--- src/rtl/fifo_burst_writer_if.sv ---
// Write-port bundle between the burst writer and the dual-clock byte FIFO.
// The master drives request/data and the slave returns the registered full flag.
interface fifo_burst_writer_if;
   logic       wrreq;
   logic [7:0] data;
   logic       wrfull;

   modport master (
      output wrreq,
      output data,
      input  wrfull
   );

   modport slave (
      input  wrreq,
      input  data,
      output wrfull
   );
endinterface

--- src/rtl/fifo_burst_writer.sv ---
// Pushes a BURST_LEN-byte incrementing pattern into the FIFO on each trigger rising edge,
// honouring full back-pressure and counting triggers that land while a burst is running.
module fifo_burst_writer #(
   parameter int unsigned BURST_LEN    = 16,
   parameter logic [7:0]  START_VALUE  = 8'h00,
   parameter bit          SYNC_TRIGGER = 1'b1
) (
   input  logic                       clk,
   input  logic                       rst,
   input  logic                       trigger,
   fifo_burst_writer_if.master        fifo,
   output logic                       busy,
   output logic                       done,
   output logic [7:0]                 drop_count
);

   typedef enum logic [0:0] {StIdle, StWrite} state_e;

   localparam logic [7:0] LastIdx   = 8'(BURST_LEN - 1);
   // Edges that must elapse after reset before the edge detector compares two real samples.
   localparam logic [1:0] ArmCycles = SYNC_TRIGGER ? 2'd3 : 2'd1;

   state_e     state_q, state_d;
   logic [7:0] data_q, data_d;
   logic [7:0] cnt_q, cnt_d;
   logic [7:0] drop_q, drop_d;
   logic       done_q, done_d;
   logic [1:0] arm_q, arm_d;
   logic       trig_prev_q;
   logic       trig_src;
   logic       arm_ok;
   logic       rise;
   logic       wrreq;

   if (SYNC_TRIGGER) begin : g_sync
      logic [1:0] sync_q;

      always_ff @(posedge clk) begin
         if (rst) begin
            sync_q <= '0;
         end else begin
            sync_q <= {sync_q[0], trigger};
         end
      end

      assign trig_src = sync_q[1];
   end else begin : g_direct
      assign trig_src = trigger;
   end

   assign arm_ok = (arm_q == ArmCycles);
   assign rise   = trig_src & ~trig_prev_q & arm_ok;
   assign wrreq  = (state_q == StWrite) & ~fifo.wrfull;

   always_comb begin
      arm_d = arm_q;
      if (!arm_ok) begin
         arm_d = arm_q + 2'd1;
      end
   end

   always_comb begin
      state_d = state_q;
      data_d  = data_q;
      cnt_d   = cnt_q;
      drop_d  = drop_q;
      done_d  = 1'b0;
      unique case (state_q)
         StIdle: begin
            if (rise) begin
               state_d = StWrite;
               cnt_d   = '0;
            end
         end
         StWrite: begin
            // Triggers during a burst are not queued, only counted.
            if (rise && (drop_q != 8'hFF)) begin
               drop_d = drop_q + 8'd1;
            end
            if (wrreq) begin
               data_d = data_q + 8'd1;
               cnt_d  = cnt_q + 8'd1;
               if (cnt_q == LastIdx) begin
                  state_d = StIdle;
                  done_d  = 1'b1;
               end
            end
         end
         default: begin
            state_d = StIdle;
         end
      endcase
   end

   always_ff @(posedge clk) begin
      if (rst) begin
         state_q     <= StIdle;
         data_q      <= START_VALUE;
         cnt_q       <= '0;
         drop_q      <= '0;
         done_q      <= 1'b0;
         arm_q       <= '0;
         trig_prev_q <= 1'b0;
      end else begin
         state_q     <= state_d;
         data_q      <= data_d;
         cnt_q       <= cnt_d;
         drop_q      <= drop_d;
         done_q      <= done_d;
         arm_q       <= arm_d;
         trig_prev_q <= trig_src;
      end
   end

   assign fifo.wrreq = wrreq;
   assign fifo.data  = data_q;
   assign busy       = (state_q == StWrite);
   assign done       = done_q;
   assign drop_count = drop_q;

   a_no_write_when_full : assert property (@(posedge clk) disable iff (rst)
      !(fifo.wrreq && fifo.wrfull));
   a_done_not_busy : assert property (@(posedge clk) disable iff (rst)
      !(done && busy));

endmodule

--- src/flat_wrapper.sv ---
// flat-port wrapper written by rule: the top's interface ports become plain ports
module fifo_burst_writer_flat 
#(
   parameter int unsigned BURST_LEN    = 16,
   parameter logic [7:0]  START_VALUE  = 8'h00,
   parameter bit          SYNC_TRIGGER = 1'b1
)
  (clk, rst, trigger, busy, done, drop_count, fifo_wrreq, fifo_data, fifo_wrfull);
  fifo_burst_writer_if fifo_i ();
  input  logic clk;
  input  logic rst;
  input  logic trigger;
  output logic busy;
  output logic done;
  output logic [7:0] drop_count;
  output wire logic [$bits(fifo_i.wrreq)-1:0] fifo_wrreq;
  output wire logic [$bits(fifo_i.data)-1:0] fifo_data;
  input wire logic [$bits(fifo_i.wrfull)-1:0] fifo_wrfull;
  assign fifo_wrreq = fifo_i.wrreq;
  assign fifo_data = fifo_i.data;
  assign fifo_i.wrfull = fifo_wrfull;
  fifo_burst_writer #(.BURST_LEN(BURST_LEN), .START_VALUE(START_VALUE), .SYNC_TRIGGER(SYNC_TRIGGER)) u_core (.clk(clk), .rst(rst), .trigger(trigger), .fifo(fifo_i), .busy(busy), .done(done), .drop_count(drop_count));
endmodule
--- config.mk ---
export PLATFORM = sky130hd
export DESIGN_NAME = fifo_burst_writer_flat
export DESIGN_NICKNAME = d
export VERILOG_FILES = /design/src/rtl/fifo_burst_writer_if.sv /design/src/rtl/fifo_burst_writer.sv /design/src/flat_wrapper.sv
export SDC_FILE = /design/constraint.sdc
export NUM_CORES = 1
export LEC_CHECK = 0
export CAP_MARGIN = 5
export CORE_MARGIN = 2
export CORE_UTILIZATION = 50
export DETAILED_ROUTE_END_ITERATION = 12
export MAX_ROUTING_LAYER = met4
export PLACE_DENSITY = 0.77
export SETUP_SLACK_MARGIN = 0.05
export SLEW_MARGIN = 25
export SYNTH_ARGS = -nofsm -noshare
export SYNTH_HDL_FRONTEND = slang
export SYNTH_SLANG_ARGS = --single-unit
--- constraint.sdc ---
create_clock -name clk -period 2.05 [get_ports clk]
set_input_delay 0.3075 -clock clk [delete_from_list [all_inputs] [get_ports clk]]
set_output_delay 0.3075 -clock clk [all_outputs]
set_load 0.03 [all_outputs]
# --- Word level (Yosys, flattened, before mapping) ---
# Index checks and enable logic that the tools add are counted.
word_totals:
  reg_bits: 31
  input_bits: 4
  out_inout_bits: 19
  wordCells: 37
op_classes:
  add_sub_neg: 4
  eq_ne: 5
  n_mux: 8
  n_bitwise: 7
  reduce_logical: 5
op_table:
  columns: ["operator", "count"]
  rows:
  - ["adder 8 x 1 -> 8 bit (second input constant)", 3]
  - ["2-to-1 mux 8 bit", 2]
  - ["case mux 8 bit (2 select lines)", 1]
  - ["== test 8 x 4 -> 1 bit (second input constant)", 1]
  - ["!= test 8 bit (second input constant)", 1]
  - ["AND reduction 2 bit", 3]
  - ["2-to-1 mux 1 bit", 4]
  - ["inverter 1 bit", 4]
  - ["bitwise AND 1 bit", 3]
  - ["OR reduction 3 bit", 1]
  - ["adder 2 x 1 -> 2 bit (second input constant)", 1]
  - ["== test 2 bit (second input constant)", 1]
  - ["!= test 2 x 1 -> 1 bit (second input constant)", 1]
  - ["!= test 2 bit (second input constant)", 1]
  - ["case mux 1 bit (2 select lines)", 1]
  - ["logical AND 1 bit", 1]

# --- Depth between registers and ports, before layout ---
# Gate-level depths: netlist (run 1).
depth:
  depth_word: 5
  depth_mapped: 6
  ltp_nobuf: 5

# --- Least setup slack after synthesis (run 1) ---
# OpenSTA, ideal clock, no wires.
synth_path:
  path_kind: "register to register"
  start: "register u_core.state_q, in the netlist u_core.busy"
  end: "register u_core.state_q, in the netlist u_core.busy"
  setup_ps: 132
  arrival_time_ps: 1541
  t_required_ps: 1918
  setup_slack_ps: 377
  path_stages_with_launch: 5
  n_path_buf: 0
  period_less_slack_ps: 1673
  cell_sequence: "dfxtp_1 or4b_1 or4_1 nand2_1 a21oi_1"
synth_between:
  elab_chain_cells: 3
  word_cells_on_any_way: 4
  cone_classes: "2 x mux; 2 x bitwise"
synth_rtl:
  columns: ["element", "line_no", "source"]
  rows:
  - ["start: declaration", "fifo_burst_writer.sv:23", "state_e state_q, state_d;"]
  - ["start signal: assignment", "fifo_burst_writer.sv:97", "state_q <= StIdle;"]
  - ["start signal: assignment", "fifo_burst_writer.sv:105", "state_q <= state_d;"]
  - ["bitwise AND 1 bit", "fifo_burst_writer.sv:53", "assign wrreq = (state_q == StWrite) & ~fifo.wrfull;"]
  - ["2-to-1 mux 1 bit", "fifo_burst_writer.sv:80", "if (wrreq) begin"]
  - ["case mux 1 bit (2 select lines) (*)", "fifo_burst_writer.sv:68", "unique case (state_q)"]
# Mark *: on every way between the ends. The rest lies on a longest branch, timed or not.
# A chain may end at the register's enable or synchronous reset.

# --- Final worst setup path (run 1) ---
layout_path:
  start: "register u_core.state_q, in the netlist u_core.busy"
  end: "output port busy"
layout_lines:
  columns: ["element", "line_no", "source"]
  rows:
  - ["end: declaration", "flat_wrapper.sv:13", "output logic busy;"]
# No word-level cell between the ends.

==> flow_summary.yaml, run 1 <==
drt:
  drt_iter0_drc: 31
  ant_nets: 0
  wl_per_cell_um: 12.7
  viasPerCell: 5.50
  drt_pass1_iterations: 4
  drt_wl_total_mm: 2.58
  vias: 1116
  post-route-drc-count: 0
clocking:
  numCtsBuffers: 5
  cts_tree: "done"
  cts_hold_buf: 0
  clock_sinks: 31
  clockRootBuffer: "clkbuf_4"
  clk_path_buf_depth: 2
  cts-htree-levels: 2
  path_clk_slew_ns: 0.09
  clock_latency_ns: 0.33
worst_setup_path:
  crit_fanout: 7
  slowest_delay_ns: 0.72
  critPathArrivalTime_ns: 1.51
  reg2regPathDepth: 5
  path_cells: "clkdlybuf4s50_1"
  crit_required_ns: 1.74
  regToRegSetupSlack_ns: 0.27
  timing.rr.start: "u_core.arm_q[0]"
  path_class: "flip-flop to primary output"
  r2r_end: "u_core.drop_count[7]"
  slowest_stage: "clkdlybuf4s50_1"
  critical-path-top-delay-family: "buffers and inverters"
  worst_setup_path_end_kind: "primary output"
  path_buf_inv: 1
  crit_path_start_kind: "flip-flop"
timing:
  fmaxAchievable_ghz: 0.550
  relSlewSlack_pct: 78.6
  final_max_slew_viol_count: 0
  min_period_ns: 1.82
  grt_setup_unrepaired: "false"
  finalSetupViolCount: 0
  worst_pin_slew_ns: 0.320
  hold_viol: 0
  tns_ns: 0
  post-route-period-util_pct: 88.7
  fin_skew_ns: 0.00411
yosys:
  synthesis.area_sq_mm: 0.00133
  avgSynthCellArea_sq_um: 9.24
  async_reset_ff_share_pct: 0
  synth.distinct_cells: 35
  ys_seq_elements: 31
  ys_seq_area_share_pct: 46.7
  synthCells: 144
  mappedNetlistNets: 152
  yosysWarnings: 0
  synth_edf_count: 0
  ys.flop_type: "dfxtp_1"
grt:
  overflow: 0
  antenna_found_initial: 0
  grt_pass1_vias: 1048
  grt_max_degree: 14
  grt_pass1_wl_mm: 4.51
  grtUsageTotal_pct: 18.8
hold_path:
  min_to: "u_core.g_sync.sync_q[1]"
  min_path_type: "flip-flop to flip-flop"
  worstHoldPathCells: 1
  hp-start: "u_core.g_sync.sync_q[0]"
flow_run:
  cap_violations: 0
final_layout:
  fill_cells: 206
  design_area_sq_mm: 0.00166
  diodes: 0
  utilization_pct: 66.5
  drive_gt1_share_pct: 8.67
  multi_input_area_sq_um: 674
  ff_latch_area_sq_um: 621
  areaGrowthSynthToFinish_pct: 24.9
  nNetsFinal: 180
floorplan:
  ioPinCount: 23
  die_w_um: 55.6
  fp-row-count: 18
  start_util_pct: 53.2
  die_h_um: 55.6
  design.die.area_sq_mm: 0.00309
  fp.coreArea_sq_mm: 0.00250
place:
  io_buffers: 22
  place_hpwl_mm: 1.81
  gp_congestion: 0.754
  placed_area_sq_mm: 0.00159
power_and_ir_drop:
  p_leak_uw: 0.000595
  p_per_area_mw_per_mm2: 650
  peakVddDrop_mv: 0.718
status:
  status: "complete, no violations"
flip-flops by register name (all words and copies together), names as in the netlist:
signal	count
u_core.cnt_q	8
u_core.fifo.data	8
u_core.trig_prev_q	1
u_core.g_sync.sync_q	2
u_core.drop_count	8
u_core.busy	1
u_core.arm_q	2
u_core.done	1
layer usage:
layer / vias to the layer above / global-route usage [%] / share of wire (%) / wire length, um
met5: - / - / 0 / 0
met4: 0 / 10.5 / 2.6 / 66
met3: 7 / 4.88 / 4.4 / 114
met2: 30 / 30.8 / 48 / 1240
met1: 513 / 20.8 / 45 / 1150
li1: 566 / - / - / -
metrics by stage:
step                power (uW)  hold slack (ns)  setup slack [ns]  std cells
finish                    1080            0.447             0.231        203
global route              1120            0.459             0.177        203
CTS                       1090            0.451            0.0746        203
detailed placement         687            0.429            0.0866        195
global placement           683            0.418             0.118        195
floorplan                  669            0.414             0.377        144
worst max path at each step:
stage	from	end	cells past startpoint
6_report	u_core.busy	busy	1
3_3_place_gp	fifo_wrfull	fifo_wrreq	4
3_5_place_dp	fifo_wrfull	fifo_wrreq	4
2_1_floorplan	u_core.busy	u_core.busy	4
4_1_cts	u_core.busy	fifo_wrreq	3
5_1_grt	u_core.busy	busy	1
cells by family after synthesis:
logic type / share of synthesized area (%)
multiplexers: 1.51
AO/OA/AOI/OAI: 11.5
AND/OR/NAND/NOR: 25.4
XOR/XNOR: 8.56
flip-flops: 46.7
buffers and inverters: 2.63
adder cells (fa/ha/maj): 3.76
what timing repair did:
| item | CTS | global route |
|---|---|---|
| endpoints found under the hold margin | 0 | 0 |
| gates resized for setup | 0 | 1 |
| buffers inserted | 0 | 0 |
| endpoints found under the setup margin | 0 | 1 |
synthesized netlist by cell type, drive strengths merged, types with 2 or more instances:
cell type  count  area [sq um]
nor3           2          10.0
or3            4          26.3
ha             4          50.1
nand3          7          35.0
nor2b          3          18.8
buf            4          23.8
xor2           8          70.1
nor2          20          75.1
nand2         11          41.3
mux2i          2          20.0
or4            4          30.0
a21oi         11          55.1
o21ai          4          20.0
xnor2          5          43.8
nand4          5          31.3
dfxtp         31           621
o31ai          3          22.5
nand2b         2          12.5
area by class of cell:
type	instances	area share, %
flip-flops and latches	31	37.3
clock buffers	8	4.14
repair buffers	26	15.2
multi-input cells	106	40.6
well taps	30	2.26
inverters	2	0.452
power by group:
group          total (uW)  internal [uW]  switching (uW)
clock                 407            202             206
combinational        51.2           25.0            26.2
sequential            621            614            7.41
cell usage in the layout (no fill, tap or decap), types with 4 or more instances in the layout:
cell type and count:
nand2_1 11, clkbuf_4 5, ha_1 4, clkdlybuf4s50_1 21, o21ai_0 4, a21oi_1 11
xnor2_1 5, or4_1 4, nor2_1 20, nand3_1 7, nand4_1 5, buf_4 4
dfxtp_1 31, xor2_1 8
Power figures use the tool's default switching activity.
==> run 2: changes to the inputs <==
--- a/config.mk
+++ b/config.mk
@@ -5,12 +5,14 @@
 export SDC_FILE = /design/constraint.sdc
 export NUM_CORES = 1
 export LEC_CHECK = 0
+export ABC_AREA = 1
 export CAP_MARGIN = 5
 export CORE_MARGIN = 2
 export CORE_UTILIZATION = 50
+export CTS_BUF_LIST = sky130_fd_sc_hd__clkbuf_4
 export DETAILED_ROUTE_END_ITERATION = 12
 export MAX_ROUTING_LAYER = met4
-export PLACE_DENSITY = 0.77
+export PLACE_DENSITY = 0.79
 export SETUP_SLACK_MARGIN = 0.05
 export SLEW_MARGIN = 25
 export SYNTH_ARGS = -nofsm -noshare
==> constraint.sdc (replaced) <==
create_clock -name clk -period 1.5 [get_ports clk]
set_input_delay 0.225 -clock clk [delete_from_list [all_inputs] [get_ports clk]]
set_output_delay 0.225 -clock clk [all_outputs]
set_load 0.03 [all_outputs]
==> run 2 against run 1 <==
Against the previous run: the flow now finishes with violations (design-rule violations); clock power increased by 11%; routed wire length grew 22%; via count increased by 29%; core utilization is 2.5 points higher; flip-flop and latch count stayed put; register-to-register slack lost 0.15 ns; clock skew barely moved; largest power group unchanged.
==> flow_summary.yaml, run 2 <==
drt:
  wl_per_cell_um: 10.8
  ant_nets: 0
  viasPerCell: 4.96
  vias: 1443
  post-route-drc-count: 2
  drt_wl_total_mm: 3.14
  drt_iter0_drc: 53
  drt_pass1_iterations: 8
flow_run:
  cap_violations: 0
worst_setup_path:
  crit_path_start_kind: "flip-flop"
  path_class: "flip-flop to primary output"
  critPathArrivalTime_ns: 1.16
  slowest_delay_ns: 0.33
  worst_setup_path_end_kind: "primary output"
  path_buf_inv: 3
  crit_required_ns: 1.27
  crit_fanout: 6
  path_cells: "buf_4, inv_2, nor2_8, buf_6"
  critical-path-top-delay-family: "buffers and inverters"
  slowest_stage: "dfxtp_2"
timing:
  setup_slack_ns: 0.110
  hold-worst-slack_ns: 0.406
  fmaxAchievable_ghz: 0.719
  final_max_slew_viol_count: 0
  finalSetupViolCount: 0
  worst_pin_slew_ns: 0.500
  min_period_ns: 1.39
  grt_setup_unrepaired: "true"
  hold_viol: 0
  relSlewSlack_pct: 66.6
  post-route-period-util_pct: 92.7
  fin_skew_ns: 0.00392
yosys:
  synth_edf_count: 0
  synth_top_area_share_pct: 41.2
  yosys-top-cells-area: "dfxtp_1, nand2_1, nor2_1"
  synth.distinct_cells: 21
  synthCells: 221
  synthTopCellsByCount: "nand2_1, nor2_1, dfxtp_1"
  ys_seq_elements: 31
  yosysMostFrequentCell: "nand2_1"
  yosysTopAreaCell: "dfxtp_1"
  mappedNetlistNets: 229
  ys_seq_area_share_pct: 41.2
  avgSynthCellArea_sq_um: 6.82
  ys.flop_type: "dfxtp_1"
  async_reset_ff_share_pct: 0
  yosysWarnings: 0
  synthesis.area_sq_mm: 0.00151
final_layout:
  design_area_sq_mm: 0.00193
  diodes: 0
  mostFrequentLayoutCells: "nand2_1, nor2_1, inv_1"
  multi_input_area_sq_um: 797
  fill_cells: 247
  drive_gt1_share_pct: 15.8
  ff_latch_area_sq_um: 629
  nNetsFinal: 269
  areaGrowthSynthToFinish_pct: 28.3
  final_cells: 291
  final_common_cell: "nand2_1"
floorplan:
  die_h_um: 58.9
  die_w_um: 58.9
  ioPinCount: 23
  start_util_pct: 53.7
  fp-row-count: 19
  fp.coreArea_sq_mm: 0.00281
  design.die.area_sq_mm: 0.00347
clocking:
  path_clk_slew_ns: 0.09
  cts_tree: "done"
  clockRootBuffer: "clkbuf_4"
  clk_path_buf_depth: 2
  cts-htree-levels: 2
  clock_latency_ns: 0.33
  clock_sinks: 31
  cts_hold_buf: 0
  numCtsBuffers: 5
power_and_ir_drop:
  power_frac_seq_pct: 61.2
  internal_power_uw: 1060
  peakVddDrop_mv: 0.553
  clock_power_share_pct: 32.5
  pwr-share-comb_pct: 6.2
  switching_share_pct: 23.7
  p_leak_uw: 0.000880
  finalPower_uw: 1390
  p_per_area_mw_per_mm2: 719
  power_switching_uw: 329
place:
  preCtsSetupSlack_ns: -0.0134
  placed_area_sq_mm: 0.00184
  numPlacedInstances: 283
  io_buffers: 22
  gp_congestion: 0.809
  place_hpwl_mm: 2.24
grt:
  grt_pass1_vias: 1263
  overflow: 0
  grtUsageTotal_pct: 21.1
  grt_pass1_wl_mm: 5.40
  antenna_found_initial: 0
  grt_max_degree: 19
hold_path:
  min_path_type: "primary input to flip-flop"
status:
  violations: "design-rule violations"
  status: "complete, but fails checks"
[run 2: cell types whose count changed after synthesis, moves of 3 or more]
cell	delta
or3_1	-3
xnor2_1	-5
or4_1	-4
nand2_1	+40
xor2_1	-7
nand3_1	+11
a21oi_1	+8
inv_1	+29
nor2_1	+14
nor2b_1	-3
nor3_1	+4
o21ai_0	+5
o31ai_1	-3
[run 2: logic make-up (layout without fill, tap and decap cells)]
| group | after synthesis | count (layout) | synth area share, % |
|---|---|---|---|
| AND/OR/NAND/NOR | 122 | 122 | 36.6 |
| buffers and inverters | 34 | 73 | 8.71 |
| flip-flops | 31 | 31 | 41.2 |
| AO/OA/AOI/OAI | 29 | 29 | 9.63 |
| adder cells (fa/ha/maj) | 4 | 4 | 3.32 |
| XOR/XNOR | 1 | 1 | 0.581 |
[run 2: layout make-up]
cell class              instances  share of cell area, %
multi-input cells             156                   41.2
repair buffers                 36                   15.9
well taps                      31                   2.01
clock buffers                   6                   2.33
inverters                      31                   6.02
flip-flops and latches         31                   32.5
[run 2: stage by stage]
stage | TNS [ns] | util, %
after floorplan | 0 | -
after global placement | 0 | 65.7
after detailed placement | -0.0134 | 65.7
after CTS | 0 | 66.6
after global routing | 0 | 69.0
final | 0 | 69.0
[run 2: power by group through the flow]
stage                     registers [uW]  logic, uW  clock network, uW
final                                852       86.9                453
after global routing                 854       99.6                504
after CTS                            846       79.4                472
after detailed placement             865       79.6                  0
after global placement               865       78.1                  0
after floorplan                      866       46.0                  0
[run 2: final timing paths]
path                      startpoint                      end  slack, ns  cells past startpoint
max reg2reg          u_core.arm_q[1]          u_core.cnt_q[7]       0.12                      8
min                          trigger  u_core.g_sync.sync_q[0]       0.41                      3
max                      u_core.busy               fifo_wrreq       0.11                      4
min reg2reg  u_core.g_sync.sync_q[0]  u_core.g_sync.sync_q[1]       0.41                      2
[run 2: worst register-to-register path: cells and delay by family (launching register included)]
| kind | cells | cell delay (ns) |
|---|---|---|
| buffers and inverters | 2 | 0.28 |
| AO/OA/AOI/OAI | 2 | 0.10 |
| AND/OR/NAND/NOR | 3 | 0.37 |
| flip-flops | 1 | 0.38 |
| adder cells (fa/ha/maj) | 1 | 0.16 |
[run 2: metal layers]
layer / track usage [%] / wire (um) / vias to the layer above / part of all wire [%]
li1: - / - / 777 / -
met1: 25.9 / 1490 / 630 / 47
met2: 32.2 / 1440 / 31 / 46
met3: 6.59 / 163 / 5 / 5.2
met4: 8.44 / 46 / 0 / 1.5
met5: - / 0 / - / 0
[run 2: timing repair]
item                                    4_1_cts  5_1_grt
buffers inserted                              0        2
endpoints found under the setup margin       21       15
endpoints found under the hold margin         0        0
pin swaps                                     0        1
resized for setup                            19       15
==> run 3: changes to the inputs <==
--- a/config.mk
+++ b/config.mk
@@ -5,14 +5,14 @@
 export SDC_FILE = /design/constraint.sdc
 export NUM_CORES = 1
 export LEC_CHECK = 0
-export ABC_AREA = 1
+export ABC_AREA = 0
 export CAP_MARGIN = 5
 export CORE_MARGIN = 2
-export CORE_UTILIZATION = 50
+export CORE_UTILIZATION = 48
 export CTS_BUF_LIST = sky130_fd_sc_hd__clkbuf_4
 export DETAILED_ROUTE_END_ITERATION = 12
 export MAX_ROUTING_LAYER = met4
-export PLACE_DENSITY = 0.79
+export PLACE_DENSITY = 0.77
 export SETUP_SLACK_MARGIN = 0.05
 export SLEW_MARGIN = 25
 export SYNTH_ARGS = -nofsm -noshare
==> run 3 against run 2 <==
Against the previous run: total power up 4.8%; largest power group unchanged; combinational power up 27%; via count down 15%; the run ends with negative setup slack left; first-iteration DRC count down 45%; register-to-register slack worse by 0.24 ns; critical path depth up 2; non-clock buffer count up 9; sequential share of layout area up 0.86 points; critical endpoint is now u_core.drop_count[4]; routed wire length up 0.51%; clock power up 8.8%; die area down 7.6%.
==> flow_summary.yaml, run 3 (synthesis gave the netlist of run 1 again) <==
status:
  status: "complete, but fails checks"
  violations: "negative setup slack"
clocking:
  clk_path_buf_depth: 2
  cts_hold_buf: 0
  cts-htree-levels: 2
  path_clk_slew_ns: 0.10
  clock_sinks: 31
  cts_tree: "done"
  clock_latency_ns: 0.34
  clockRootBuffer: "clkbuf_4"
  numCtsBuffers: 5
worst_setup_path:
  cp-startpoint: "u_core.arm_q[0]"
  cp-endpoint: "u_core.drop_count[4]"
  worst_setup_path_end_kind: "flip-flop"
  slowest_delay_ns: 0.36
  crit_fanout: 6
  critPathArrivalTime_ns: 1.88
  r2r_end: "u_core.drop_count[4]"
  timing.rr.start: "u_core.arm_q[0]"
  path_class: "flip-flop to flip-flop"
  reg2regPathDepth: 6
  slowest_stage: "dfxtp_2"
  crit_path_start_kind: "flip-flop"
  crit_required_ns: 1.76
  regToRegSetupSlack_ns: -0.12
  path_cells: "ha_4, nand4b_1, o21bai_4, buf_4, or3_1, a21oi_1"
power_and_ir_drop:
  internal_power_uw: 1110
  p_leak_uw: 0.000779
  peakVddDrop_mv: 0.707
  pwr-share-comb_pct: 7.5
  clock_power_share_pct: 33.8
  power_switching_uw: 345
  switching_share_pct: 23.6
  p_per_area_mw_per_mm2: 762
  power_frac_seq_pct: 58.7
drt:
  wl_per_cell_um: 14.2
  vias: 1225
  drt_pass1_iterations: 4
  viasPerCell: 5.52
  post-route-drc-count: 0
  drt_iter0_drc: 29
  drt_wl_total_mm: 3.15
  ant_nets: 0
floorplan:
  design.die.area_sq_mm: 0.00321
  die_h_um: 56.6
  die_w_um: 56.6
  ioPinCount: 23
  start_util_pct: 49.5
  fp-row-count: 19
  fp.coreArea_sq_mm: 0.00269
timing:
  relSlewSlack_pct: 78.2
  final_max_slew_viol_count: 0
  fin_skew_ns: 0.0111
  post-route-period-util_pct: 108
  finalSetupViolCount: 7
  grt_setup_unrepaired: "true"
  fmaxAchievable_ghz: 0.618
  setup_slack_ns: -0.117
  hold_viol: 0
  worst_pin_slew_ns: 0.328
  hold-worst-slack_ns: 0.374
  min_period_ns: 1.62
  tns_ns: -0.376
final_layout:
  diodes: 0
  drive_gt1_share_pct: 36.1
  utilization_pct: 71.3
  mostFrequentLayoutCells: "nor2_1, buf_4, dfxtp_1"
  areaGrowthSynthToFinish_pct: 43.9
  final_cells: 222
  nNetsFinal: 199
  design_area_sq_mm: 0.00191
grt:
  grt_pass1_vias: 1097
  antenna_found_initial: 0
  grtUsageTotal_pct: 20.0
  grt_pass1_wl_mm: 4.71
  overflow: 0
  grt_max_degree: 20
place:
  place_hpwl_mm: 1.95
  numPlacedInstances: 209
  placed_area_sq_mm: 0.00172
  io_buffers: 22
  gp_congestion: 0.771
flow_run:
  cap_violations: 0
hold_path:
  min_path_type: "primary input to flip-flop"
run 3: cell types whose count changed in the layout (fill, tap and decap cells not counted), sizes merged, moves of 5 or more:
cell	previous run	this run
a21oi	19	11
buf	15	24
inv	31	1
nand2	52	11
nand3	20	7
nor2	37	20
o21ai	10	4
xnor2	0	5
xor2	1	8
run 3: final cells by class:
type / instances / area (sq um)
fill: 211 / 772
multi-input combinational: 106 / 779
inverter: 2 / 12.5
timing repair buffer: 45 / 392
sequential: 31 / 639
tap: 31 / 38.8
clock buffer: 7 / 52.6
run 3: per-stage QoR:
stage | power (uW) | worst slack [ns]
global placement | 966 | -0.260
detailed placement | 978 | -0.266
floorplan | 927 | 0.00413
global route | 1540 | -0.194
CTS | 1460 | -0.0607
finish | 1460 | -0.117
run 3: how the worst min path moves through the flow:
stage	slack (ns)	to	startpoint	cells past startpoint
2_1_floorplan	0.35	u_core.g_sync.sync_q[0]	trigger	1
3_5_place_dp	0.44	u_core.g_sync.sync_q[1]	u_core.g_sync.sync_q[0]	1
3_3_place_gp	0.43	u_core.g_sync.sync_q[1]	u_core.g_sync.sync_q[0]	1
6_report	0.37	u_core.done	fifo_wrfull	4
4_1_cts	0.37	u_core.done	fifo_wrfull	4
5_1_grt	0.37	u_core.done	fifo_wrfull	4
run 3: power groups by stage:
stage,Combinational (uW),Sequential [uW],Clock [uW]
after floorplan,53.0,875,0
after global placement,93.4,873,0
after detailed placement,104,875,0
after CTS,105,855,503
after global routing,124,857,553
final,110,855,493
run 3: timing repair:
action,CTS,global route
gates resized for setup,27,25
buffers inserted,2,5
endpoints found under the setup margin,26,20
endpoints found under the hold margin,0,0
pin swaps,5,7
gates cloned,0,0
run 3: worst max-delay path, delay by kind of cell (launching register included):
family,cells,cell delay [ns]
adder cells (fa/ha/maj),1,0.14
buffers and inverters,1,0.14
flip-flops,1,0.36
AO/OA/AOI/OAI,2,0.39
AND/OR/NAND/NOR,2,0.49
run 3: metal layers:
metal	GRT usage [%]	wire length [um]	vias to the layer above
met1	22.8	1300	564
met5	-	0	-
met4	11.9	112	0
li1	-	-	603
met2	31.7	1580	46
met3	4.84	159	12
